--- src/rtl/module_captura_numeros.sv ---
// Operand entry: builds two decimal operands (up to MAX_DIGITS digits) from DIP digit + debounced buttons.
// Latency: raw button edge -> press pulse DEBOUNCE_CYCLES+3 cycles; operand output updates the cycle after the pulse.
// Backpressure: none; presses are consumed immediately, invalid/extra/out-of-state presses are dropped.
module module_captura_numeros #(
    parameter int DEBOUNCE_CYCLES = 270000,
    parameter int MAX_DIGITS      = 3
) (
    input  logic        clk,
    input  logic        rst,
    input  logic [3:0]  digit_in,
    input  logic        button,
    input  logic        next_btn,
    output logic [11:0] first_num,
    output logic [11:0] second_num,
    output logic        num_sel,
    output logic [1:0]  digit_count,
    output logic        nums_valid,
    output logic        digit_err
);

    localparam int              CW       = $clog2(DEBOUNCE_CYCLES + 1);
    localparam logic [CW-1:0]   CNT_LAST = CW'(DEBOUNCE_CYCLES - 1);
    localparam logic [1:0]      CNT_MAX  = 2'(MAX_DIGITS);

    typedef enum logic [1:0] {S_FIRST, S_SECOND, S_DONE} state_t;

    state_t        state;
    logic [3:0]    dig_s1, dig_s2;
    logic [1:0]    raw;
    logic [1:0]    btn_s1, btn_s2;
    logic [1:0]    deb, deb_q, armed, press;
    logic [CW-1:0] deb_cnt [2];
    logic          sync_vld1, sync_vld2;
    logic          enter_p, next_p;
    logic [11:0]   acc_cur, acc_next;

    assign raw     = {next_btn, button};
    assign enter_p = press[0];
    assign next_p  = press[1];

    // Synchronizers and debouncers. A button only becomes armed once it has
    // been seen released after reset, so one held through reset never fires.
    always_ff @(posedge clk) begin
        if (rst) begin
            dig_s1    <= '0;
            dig_s2    <= '0;
            btn_s1    <= '0;
            btn_s2    <= '0;
            deb       <= '0;
            deb_q     <= '0;
            armed     <= '0;
            press     <= '0;
            sync_vld1 <= 1'b0;
            sync_vld2 <= 1'b0;
            for (int i = 0; i < 2; i++) begin
                deb_cnt[i] <= '0;
            end
        end else begin
            dig_s1    <= digit_in;
            dig_s2    <= dig_s1;
            btn_s1    <= raw;
            btn_s2    <= btn_s1;
            sync_vld1 <= 1'b1;
            sync_vld2 <= sync_vld1;
            deb_q     <= deb;
            for (int i = 0; i < 2; i++) begin
                if (btn_s2[i] == deb[i]) begin
                    deb_cnt[i] <= '0;
                end else if (deb_cnt[i] == CNT_LAST) begin
                    deb[i]     <= btn_s2[i];
                    deb_cnt[i] <= '0;
                end else begin
                    deb_cnt[i] <= deb_cnt[i] + 1'b1;
                end
                armed[i] <= armed[i] | (sync_vld2 & ~btn_s2[i]);
                press[i] <= deb[i] & ~deb_q[i] & armed[i];
            end
        end
    end

    // acc*10 + digit; operands are bounded to 999 so 12 bits never overflow.
    always_comb begin
        acc_cur  = num_sel ? second_num : first_num;
        acc_next = (acc_cur << 3) + (acc_cur << 1) + {8'd0, dig_s2};
    end

    always_ff @(posedge clk) begin
        if (rst) begin
            state       <= S_FIRST;
            first_num   <= '0;
            second_num  <= '0;
            num_sel     <= 1'b0;
            digit_count <= '0;
            nums_valid  <= 1'b0;
            digit_err   <= 1'b0;
        end else if (next_p) begin
            case (state)
                S_FIRST: begin
                    if (digit_count != 2'd0) begin
                        state       <= S_SECOND;
                        num_sel     <= 1'b1;
                        digit_count <= '0;
                    end
                end
                S_SECOND: begin
                    if (digit_count != 2'd0) begin
                        state      <= S_DONE;
                        nums_valid <= 1'b1;
                    end
                end
                default: begin
                    state       <= S_FIRST;
                    first_num   <= '0;
                    second_num  <= '0;
                    num_sel     <= 1'b0;
                    digit_count <= '0;
                    nums_valid  <= 1'b0;
                    digit_err   <= 1'b0;
                end
            endcase
        end else if (enter_p && state != S_DONE) begin
            if (dig_s2 > 4'd9) begin
                digit_err <= 1'b1;
            end else begin
                digit_err <= 1'b0;
                if (digit_count != CNT_MAX) begin
                    digit_count <= digit_count + 2'd1;
                    if (state == S_FIRST) begin
                        first_num <= acc_next;
                    end else begin
                        second_num <= acc_next;
                    end
                end
            end
        end
    end

endmodule

--- config.mk ---
export PLATFORM = sky130hd
export DESIGN_NAME = module_captura_numeros
export DESIGN_NICKNAME = d
export VERILOG_FILES = /design/src/rtl/module_captura_numeros.sv
export SDC_FILE = /design/constraint.sdc
export NUM_CORES = 1
export LEC_CHECK = 0
export CORE_MARGIN = 2
export CORE_UTILIZATION = 45
export DETAILED_ROUTE_END_ITERATION = 10
export PLACE_DENSITY = 0.65
export SLEW_MARGIN = 20
export SYNTH_ARGS = -nofsm -noshare
export SYNTH_HDL_FRONTEND = slang
export SYNTH_SLANG_ARGS = --single-unit
--- constraint.sdc ---
create_clock -name clk -period 5.3 [get_ports clk]
set_clock_uncertainty 0.2 [all_clocks]
set_input_delay 1.59 -clock clk [delete_from_list [all_inputs] [get_ports clk]]
set_output_delay 1.59 -clock clk [all_outputs]
set_load 0.02 [all_outputs]
Yosys cells after proc, flatten, opt, wreduce, memory -nomap -nowiden
Memories as Yosys holds them, arrays and structs flattened.
Cells that the tools add are included.
{"block": "word_totals", "output_inout_bits": 29, "ram_bits": 38, "n_memories": 1, "in_bits": 8, "reg_bits": 53}
{"block": "classes", "mux": 59, "magnitude_cmp": 1, "n_addsub": 5, "reduce_logical": 16, "n_eq_ne": 14, "n_bitwise": 22}
{"memory": "deb_cnt", "words": 2, "word_bits": 19, "rd": 2, "rd_ports_with_merged_regs": 0, "write_ports": 2, "line": "32", "text": "logic [CW-1:0] deb_cnt [2];"}
{"op": "12-bit two-way mux", "count": 11}
{"op": "19-bit two-way mux", "count": 6}
{"op": "19-bit by 1-bit adder with 19-bit output (second input constant)", "count": 2}
{"op": "19-bit == test (second input constant)", "count": 2}
{"op": "1-bit two-way mux", "count": 30}
{"op": "2-bit inequality test (second input constant)", "count": 8}
{"op": "5-bit AND reduction", "count": 3}
{"op": "2-bit two-way mux", "count": 7}
{"op": "12-bit adder", "count": 1}
{"op": "12-bit by 4-bit adder with 12-bit output", "count": 1}
{"op": "11-bit two-way mux", "count": 1}
{"op": "3-bit AND reduction", "count": 3}
{"op": "1-bit inverter", "count": 8}
{"op": "1-bit bitwise OR", "count": 8}
{"op": "2-bit case mux with 2 select lines", "count": 2}
{"op": "2-bit nonzero test", "count": 4}
{"op": "1-bit AND", "count": 6}
{"op": "2-bit AND reduction", "count": 3}
{"op": "4-bit greater-than comparator (second input constant)", "count": 1}
{"op": "1-bit case mux with 2 select lines", "count": 2}
{"op": "3-bit inequality test (second input constant)", "count": 1}
{"op": "2-bit by 1-bit adder with 2-bit output (second input constant)", "count": 1}
{"op": "1-bit == test", "count": 2}
{"op": "2-bit by 1-bit == test with 1-bit output (second input constant)", "count": 1}
{"op": "other kinds (3)", "count": 3}

Longest topological paths before layout
Gate-level depths: netlist (run 1).
{"block": "logic_depth", "depth_word": 8, "ltp_mapped": 12, "depth_no_buf": 11}

Least setup slack after synthesis (run 1)
Ideal clock, no wire load.
{"block": "synth_path", "path_type": "register to register", "startpoint": "register num_sel", "endpoint": "register second_num[8]", "setup_slack_ps": 1930, "arrival_ps": 3053, "stages_incl_launch_ff": 12, "path_cell_list": "dfxtp_1 -> buf_1 -> mux2i_1 -> fa_1 -> inv_1 -> fa_1 -> a211oi_1 -> nor2_1 -> o21a_1 -> nor2_1 -> xnor2_1 -> a32o_1"}
{"block": "synth_between", "elab_chain_cells": 8}
{"item": "from (decl)", "line": "15", "text": "output logic num_sel,"}
{"item": "from (signal assigned)", "line": "92", "text": "num_sel <= 1'b0;"}
{"item": "from (signal assigned)", "line": "101", "text": "num_sel <= 1'b1;"}
{"item": "from (signal assigned)", "line": "115", "text": "num_sel <= 1'b0;"}
{"item": "11-bit two-way mux", "line": "83", "text": "acc_cur = num_sel ? second_num : first_num;"}
{"item": "12-bit adder", "line": "84", "text": "acc_next = (acc_cur << 3) + (acc_cur << 1) + {8'd0, dig_s2};"}
{"item": "12-bit by 4-bit adder with 12-bit output", "line": "84"}
{"item": "12-bit two-way mux", "line": "128", "text": "if (state == S_FIRST) begin"}
{"item": "12-bit two-way mux", "line": "126", "text": "if (digit_count != CNT_MAX) begin"}
{"item": "12-bit two-way mux", "line": "122", "text": "if (dig_s2 > 4'd9) begin"}
{"item": "12-bit two-way mux", "line": "121", "text": "end else if (enter_p && state != S_DONE) begin"}
{"item": "12-bit two-way mux", "line": "96", "text": "end else if (next_p) begin"}
{"item": "to (signal assigned)", "line": "131", "text": "second_num <= acc_next;"}
{"item": "to (decl)", "line": "14", "text": "output logic [11:0] second_num,"}
Every way passes these cells. The select of a mux whose other input is x is not followed.
A chain may end at the register's enable or synchronous reset.

Worst setup path in the final report (run 1)
{"block": "layout_path", "startpoint": "register num_sel", "endpoint": "output num_sel"}
No word-level cell between the ends.

==> run metrics, run 1 <==
Rows=36; WL/cell=13.1 um; most frequent cell after synthesis=nor2_1; top_reg_cell synth=dfxtp_1; via/cell ratio=5.00; Die Wd=105 um; post-synthesis async set-or-reset flop share=0; Synth top cells by count=nor2_1, dfxtp_1, edfxtp_1; outcome=finished, final reports clean; Max-Cap Viols=0; Yosys warnings=0; largest net degree at the start of global routing=50; Clock Sinks=91; Overflow after GRT=0; Final Hold Fails=0; 1st-pass router iterations=5; ranking of synthesized cells by area=edfxtp_1, dfxtp_1, ha_1; area added between synthesis and finish=16.9%; Slew Viols, Final=0; sequential fraction of the synthesis area=0.480; Met2 Routed Length=4.05 mm; Peak VDD IR=165 uV; global-route wire length before repair=15.4 mm; total track usage=0.173; number of global-route vias before repair=3257; Post-synth EDFFs=38; fin area=5360 um^2; CORE AREA=9820 um^2; period utilization=0.687; IO Pins=37; Metal-1 WL=4.42 mm; Yosys reg bits=91; metal3 WL=229 um; Switching Fraction=0.231; setup TNS=0 ns; vias=3361; sequential cell area=2200 um^2; DP Worst Slack=1.78 ns; crit path DAT=1.85 ns; cts hold-fix bufs=0; Final nets=566; hold depth=1; worst-path fanout max=14; Routed Antenna Nets=0; Final Setup Violations=0; H-tree depth=3; CP max-delay cell=dfxtp_1; Worst slew margin=0.441; die area=11000 um^2; NetSw=0.292 mW; hold slack=0.241 ns; CP endpoint kind=output port; antenna cell count=0; RR Startpoint=num_sel; P per Cell Area=235 nW/um^2; Post-CTS Setup Bufs=0; Crit Path Class=reg2out; Worst-path clk slew=0.09 ns; crit-path cells=clkdlybuf4s50_1; placed inst area=5170 um^2; FF-to-FF End=second_num[8]; Avg Cell Area, Syn=9.80 um^2; fmax=275 MHz; share of post-route cells with drive strength above 1=0.0594; post-detail-place hpwl=6.29 mm; Unique masters post-synth=53; Critical Path Start Type=flop; Die H=105 um; top cell type by total area after synthesis=edfxtp_1; highest metal used=met4; post-CTS resize count=0; Initial Util=0.467; crit path buf inv count=1; Hold Crit Class=reg2reg; Post-Synthesis Cells=468; hold path endpoint=dig_s2[2]; number of fillers in the final layout=918; TritonCTS clock tree=built; initial DRC count=128; top-area cell type share of the netlist area=0.249; area occupied by multi-input gates=2370 um^2; CP peak stage delay=0.76 ns; reg-to-reg slack, setup=1.82 ns; sequential share of power=0.605; P_int=0.971 mW; TritonCTS Buffers=9; root buf cell=clkbuf_8; antenna violations before repair=0; depth of the most critical reg-to-reg path=10; Final Util=0.546; clock share of power=0.360; Levels on crit path=1; GPL Wtd Cong=0.844; RSZ-0062 raised after global routing=false; Worst Path Required=3.51 ns; clock latency on the worst-skew pair=0.37 ns; DRC errors left=0; hold wc startpoint=dig_s1[2]; WL final=8.82 mm; Final WS setup=1.66 ns; Tmin final=3.64 ns; Port Buf Inserts=36; clock buffer depth=2; leakage power=2.10 nW; synthesized area=4580 um^2; worst-margin pin slew=0.837 ns; CP top delay family=flip-flops; Comb pwr share=0.035
sequential cells by signal (all words and copies together), names as in the netlist:
register	flops
digit_err	1
state	2
deb	2
btn_s1	2
first_num	12
num_sel	1
armed	2
deb_cnt	38
digit_count	2
press	2
deb_q	2
dig_s2	4
dig_s1	4
btn_s2	2
sync_vld1	1
nums_valid	1
sync_vld2	1
second_num	12
how the worst max path moves through the flow:
stage                endpoint  slack (ns)  startpoint
2_1_floorplan   second_num[8]        1.93     num_sel
3_3_place_gp   deb_cnt[0][13]        1.85         rst
3_5_place_dp   deb_cnt[0][13]        1.78         rst
4_1_cts               num_sel        1.63     num_sel
5_1_grt               num_sel        1.58     num_sel
6_report              num_sel        1.66     num_sel
cell type report:
type | instances | share of cell area
tap | 133 | 0.0310
inverter | 19 | 0.0133
timing repair buffer | 37 | 0.0677
clock inverter | 4 | 0.00584
multi-input combinational | 376 | 0.442
sequential | 91 | 0.411
clock buffer | 12 | 0.0296
routing by layer:
| layer | vias up | global-route usage |
|---|---|---|
| li1 | 1719 | - |
| met1 | 1591 | 0.237 |
| met2 | 41 | 0.271 |
| met3 | 10 | 0.0381 |
| met4 | 0 | 0.0600 |
| met5 | - | 0 |
cell families (layout without fill, tap and decap cells):
kind of cell | count (synthesis) | after routing | synth area share
and+or+nand+nor | 193 | 193 | 0.208
DFF | 91 | 91 | 0.480
AOI/OAI and AO/OA | 58 | 58 | 0.0808
xor gates and xnor gates | 45 | 45 | 0.0860
buffers and inverters | 38 | 72 | 0.0336
adders and majority gates | 24 | 24 | 0.0688
muxes | 18 | 18 | 0.0415
other | 1 | 38 | 0.000818
stage by stage:
stage / total power [mW] / std cells
floorplan: 0.808 / 505
global placement: 0.822 / 656
detailed placement: 0.823 / 656
CTS: 1.28 / 672
global route: 1.32 / 672
finish: 1.26 / 672
power by group through the flow:
stage | Clock [mW] | Sequential, mW | Combinational [mW]
after floorplan | 0 | 0.774 | 0.0340
after global placement | 0 | 0.778 | 0.0434
after detailed placement | 0 | 0.779 | 0.0439
after CTS | 0.470 | 0.763 | 0.0443
after global routing | 0.499 | 0.766 | 0.0513
final | 0.455 | 0.763 | 0.0445
layout by cell type (no fill, tap or decap), drive strengths merged, types with 4 or more instances in the layout:
cell type      Yosys  final
xor2              24     24
clkbuf            10     12
clkdlybuf4s50      0     35
dfxtp             53     53
or3                5      5
a21oi             24     24
nor3               8      8
nor4               4      4
a211oi             4      4
edfxtp            38     38
ha                22     22
mux2               8      8
nor2b             21     21
conb               1     38
mux2i             10     10
inv               19     21
nor2              69     69
nand4             10     10
nand3             19     19
o21ai              9      9
and3               5      5
xnor2             21     21
nand2             37     37
worst reg2reg max path: stages (launching register included):
cell      delay, ns
dfxtp_1        0.76
mux2_2         0.43
ha_1           0.28
ha_1           0.22
fa_1           0.42
a211oi_1       0.32
nor2_1         0.10
o21a_1         0.18
nor2_1         0.11
xnor2_1        0.10
a32o_1         0.26
No activity file was read; power rests on OpenSTA's default activity.
==> inputs of run 2 (changes only) <==
==> constraint.sdc (replaced) <==
create_clock -name clk -period 3.8 [get_ports clk]
set_clock_uncertainty 0.2 [all_clocks]
set_input_delay 1.14 -clock clk [delete_from_list [all_inputs] [get_ports clk]]
set_output_delay 1.14 -clock clk [all_outputs]
set_load 0.02 [all_outputs]
==> run 2 against run 1 <==
Compared with the run above:
- setup slack got worse by 1.0 ns
- highest routed layer unchanged
- sequential cell count did not move
- largest power group unchanged
- critical path depth rose by 9
- wire length rose by 0.46%
- first-iteration DRC count fell by 0.78%
- global-route usage fell by 0.19 points
- hold slack improved by 0.0036 ns
- design area rose by 0.68%
==> run metrics, run 2 (synthesis gave the netlist of run 1 again) <==
area added between synthesis and finish=17.7%; grt met2 use=0.258 (-0.0130); Post-CTS Setup Bufs=0 (unchanged); M1 GR Usage=0.234 (-0.00254); DP Worst Slack=0.654 ns (-1.12 ns); setup TNS=0 ns (unchanged); vias=3407 (+1.4%); 1st-pass router iterations=4 (-1); Switching Fraction=0.223 (-0.00766); commonest non-fill, non-tap cell in the layout=nor2_1; IO Pins=37 (unchanged); via/cell ratio=5.05 (+1.1%); leakage power=2.13 nW (+1.2%); GPL Wtd Cong=0.841 (-0.38%); largest net degree at the start of global routing=48 (-4.0%); CORE AREA=9820 um^2 (unchanged); number of fillers in the final layout=942 (+2.6%); Initial Util=0.467 (unchanged); commonest non-fill, non-tap cells in the layout=nor2_1, dfxtp_1, edfxtp_1, conb_1, nand2_1; P_int=1.41 mW (+45%); Routed Antenna Nets=0 (unchanged); Slew Viols, Final=0 (unchanged); hold depth=1 (unchanged); area occupied by multi-input gates=2370 um^2 (unchanged); Overflow after GRT=0 (unchanged); clock share of power=0.380 (+0.020); share of post-route cells with drive strength above 1=0.0628 (+0.00348); number of global-route vias before repair=3309 (+1.6%); Final Hold Fails=0 (unchanged); Biggest register=deb_cnt; DRC errors left=0 (unchanged); WL final=8.86 mm (+0.46%); cts hold-fix bufs=0 (unchanged); clock latency on the worst-skew pair=0.36 ns (about the same); NetSw=0.406 mW (+39%); Critical Path Start Type=flop; Worst Path Required=3.86 ns (+0.35 ns); depth of the most critical reg-to-reg path=10 (unchanged); post-CTS resize count=0 (unchanged); sequential share of power=0.585 (-0.020); hold slack=0.245 ns (+0.00361 ns); Peak VDD IR=236 uV (+43%); Hold Crit Class=reg2reg; Worst setup startpoint=num_sel; DP Cell Count=658 (+0.30%); CP endpoint kind=flop; Final Util=0.550 (+0.00370); period utilization=0.837; met3 Track Usage GR=0.0430 (+0.00499); outcome=finished, final reports clean; Die H=105 um (unchanged); Final Setup Violations=0 (unchanged); TritonCTS Buffers=9 (unchanged); GR peak layer=met2; WL/cell=13.1 um (+0.17%); Tmin final=3.18 ns; Post-Layout Cell Count=674 (+0.30%); antenna violations before repair=0 (unchanged); worst-margin pin slew=0.819 ns (-0.0185 ns); Die Wd=105 um (unchanged); antenna cell count=0 (unchanged); crit path DAT=3.24 ns (+1.39 ns); H-tree depth=3 (unchanged); Worst-path clk slew=0.09 ns (about the same); total track usage=0.171 (-0.00186); Port Buf Inserts=36 (unchanged); Final WS setup=0.619 ns (-1.04 ns); RSZ-0062 raised after global routing=false; worst-path fanout max=4 (-10); TritonCTS clock tree=built; sequential cell area=2200 um^2 (unchanged); Final nets=568 (+0.35%); biggest regs=deb_cnt: 38 flops, first_num: 12 flops, second_num: 12 flops; P per Cell Area=337 nW/um^2 (+43%); Final Power=1.82 mW (+44%); root buf cell=clkbuf_8; fmax=314 MHz; initial DRC count=127 (-0.78%); Largest register FFs=38 (unchanged); Max-Cap Viols=0 (unchanged); post-detail-place hpwl=6.34 mm (+0.78%); clock buffer depth=2 (unchanged); global-route wire length before repair=15.2 mm (-0.76%); fin area=5400 um^2 (+0.68%); die area=11000 um^2 (unchanged); Clock Sinks=91 (unchanged); hold wc startpoint=sync_vld1; Comb pwr share=0.035 (about the same); placed inst area=5180 um^2 (+0.29%); RR Startpoint=num_sel; Rows=36 (unchanged); Worst slew margin=0.451 (+0.00979); Crit Path Class=reg2reg
==> run 2: critical path, cell delays in order (launching register included) <==
cell      delay (ns)
dfxtp_1         0.44
mux2_2          0.38
ha_1            0.28
ha_1            0.22
fa_1            0.42
a211oi_1        0.36
nor2_1          0.12
o21a_1          0.19
nor2_1          0.12
xnor2_1         0.10
a32o_1          0.26
==> run 2: cell type report <==
type | count | share of cell area
clock buffers | 10 | 0.0276
well taps | 133 | 0.0308
multi-input cells | 376 | 0.439
clock inverters | 6 | 0.0116
flip-flops and latches | 91 | 0.408
inverters | 19 | 0.0132
repair buffers | 39 | 0.0700
==> run 2: final timing paths <==
check / slack (ns) / to
max: 0.62 / second_num[8]
min: 0.24 / sync_vld2
max reg2reg: 0.62 / second_num[8]
min reg2reg: 0.24 / sync_vld2
==> run 2: layer usage <==
metal  wire [um]  share of wire
met2        3970           0.45
met4         169          0.019
met1        4310           0.49
met5           0              0
met3         413          0.047
==> run 2: power by group through the flow <==
stage / clock (mW) / combinational [mW] / sequential (mW)
global route: 0.756 / 0.0719 / 1.07
global placement: 0 / 0.0615 / 1.09
detailed placement: 0 / 0.0618 / 1.09
finish: 0.691 / 0.0629 / 1.06
floorplan: 0 / 0.0474 / 1.08
CTS: 0.708 / 0.0625 / 1.06
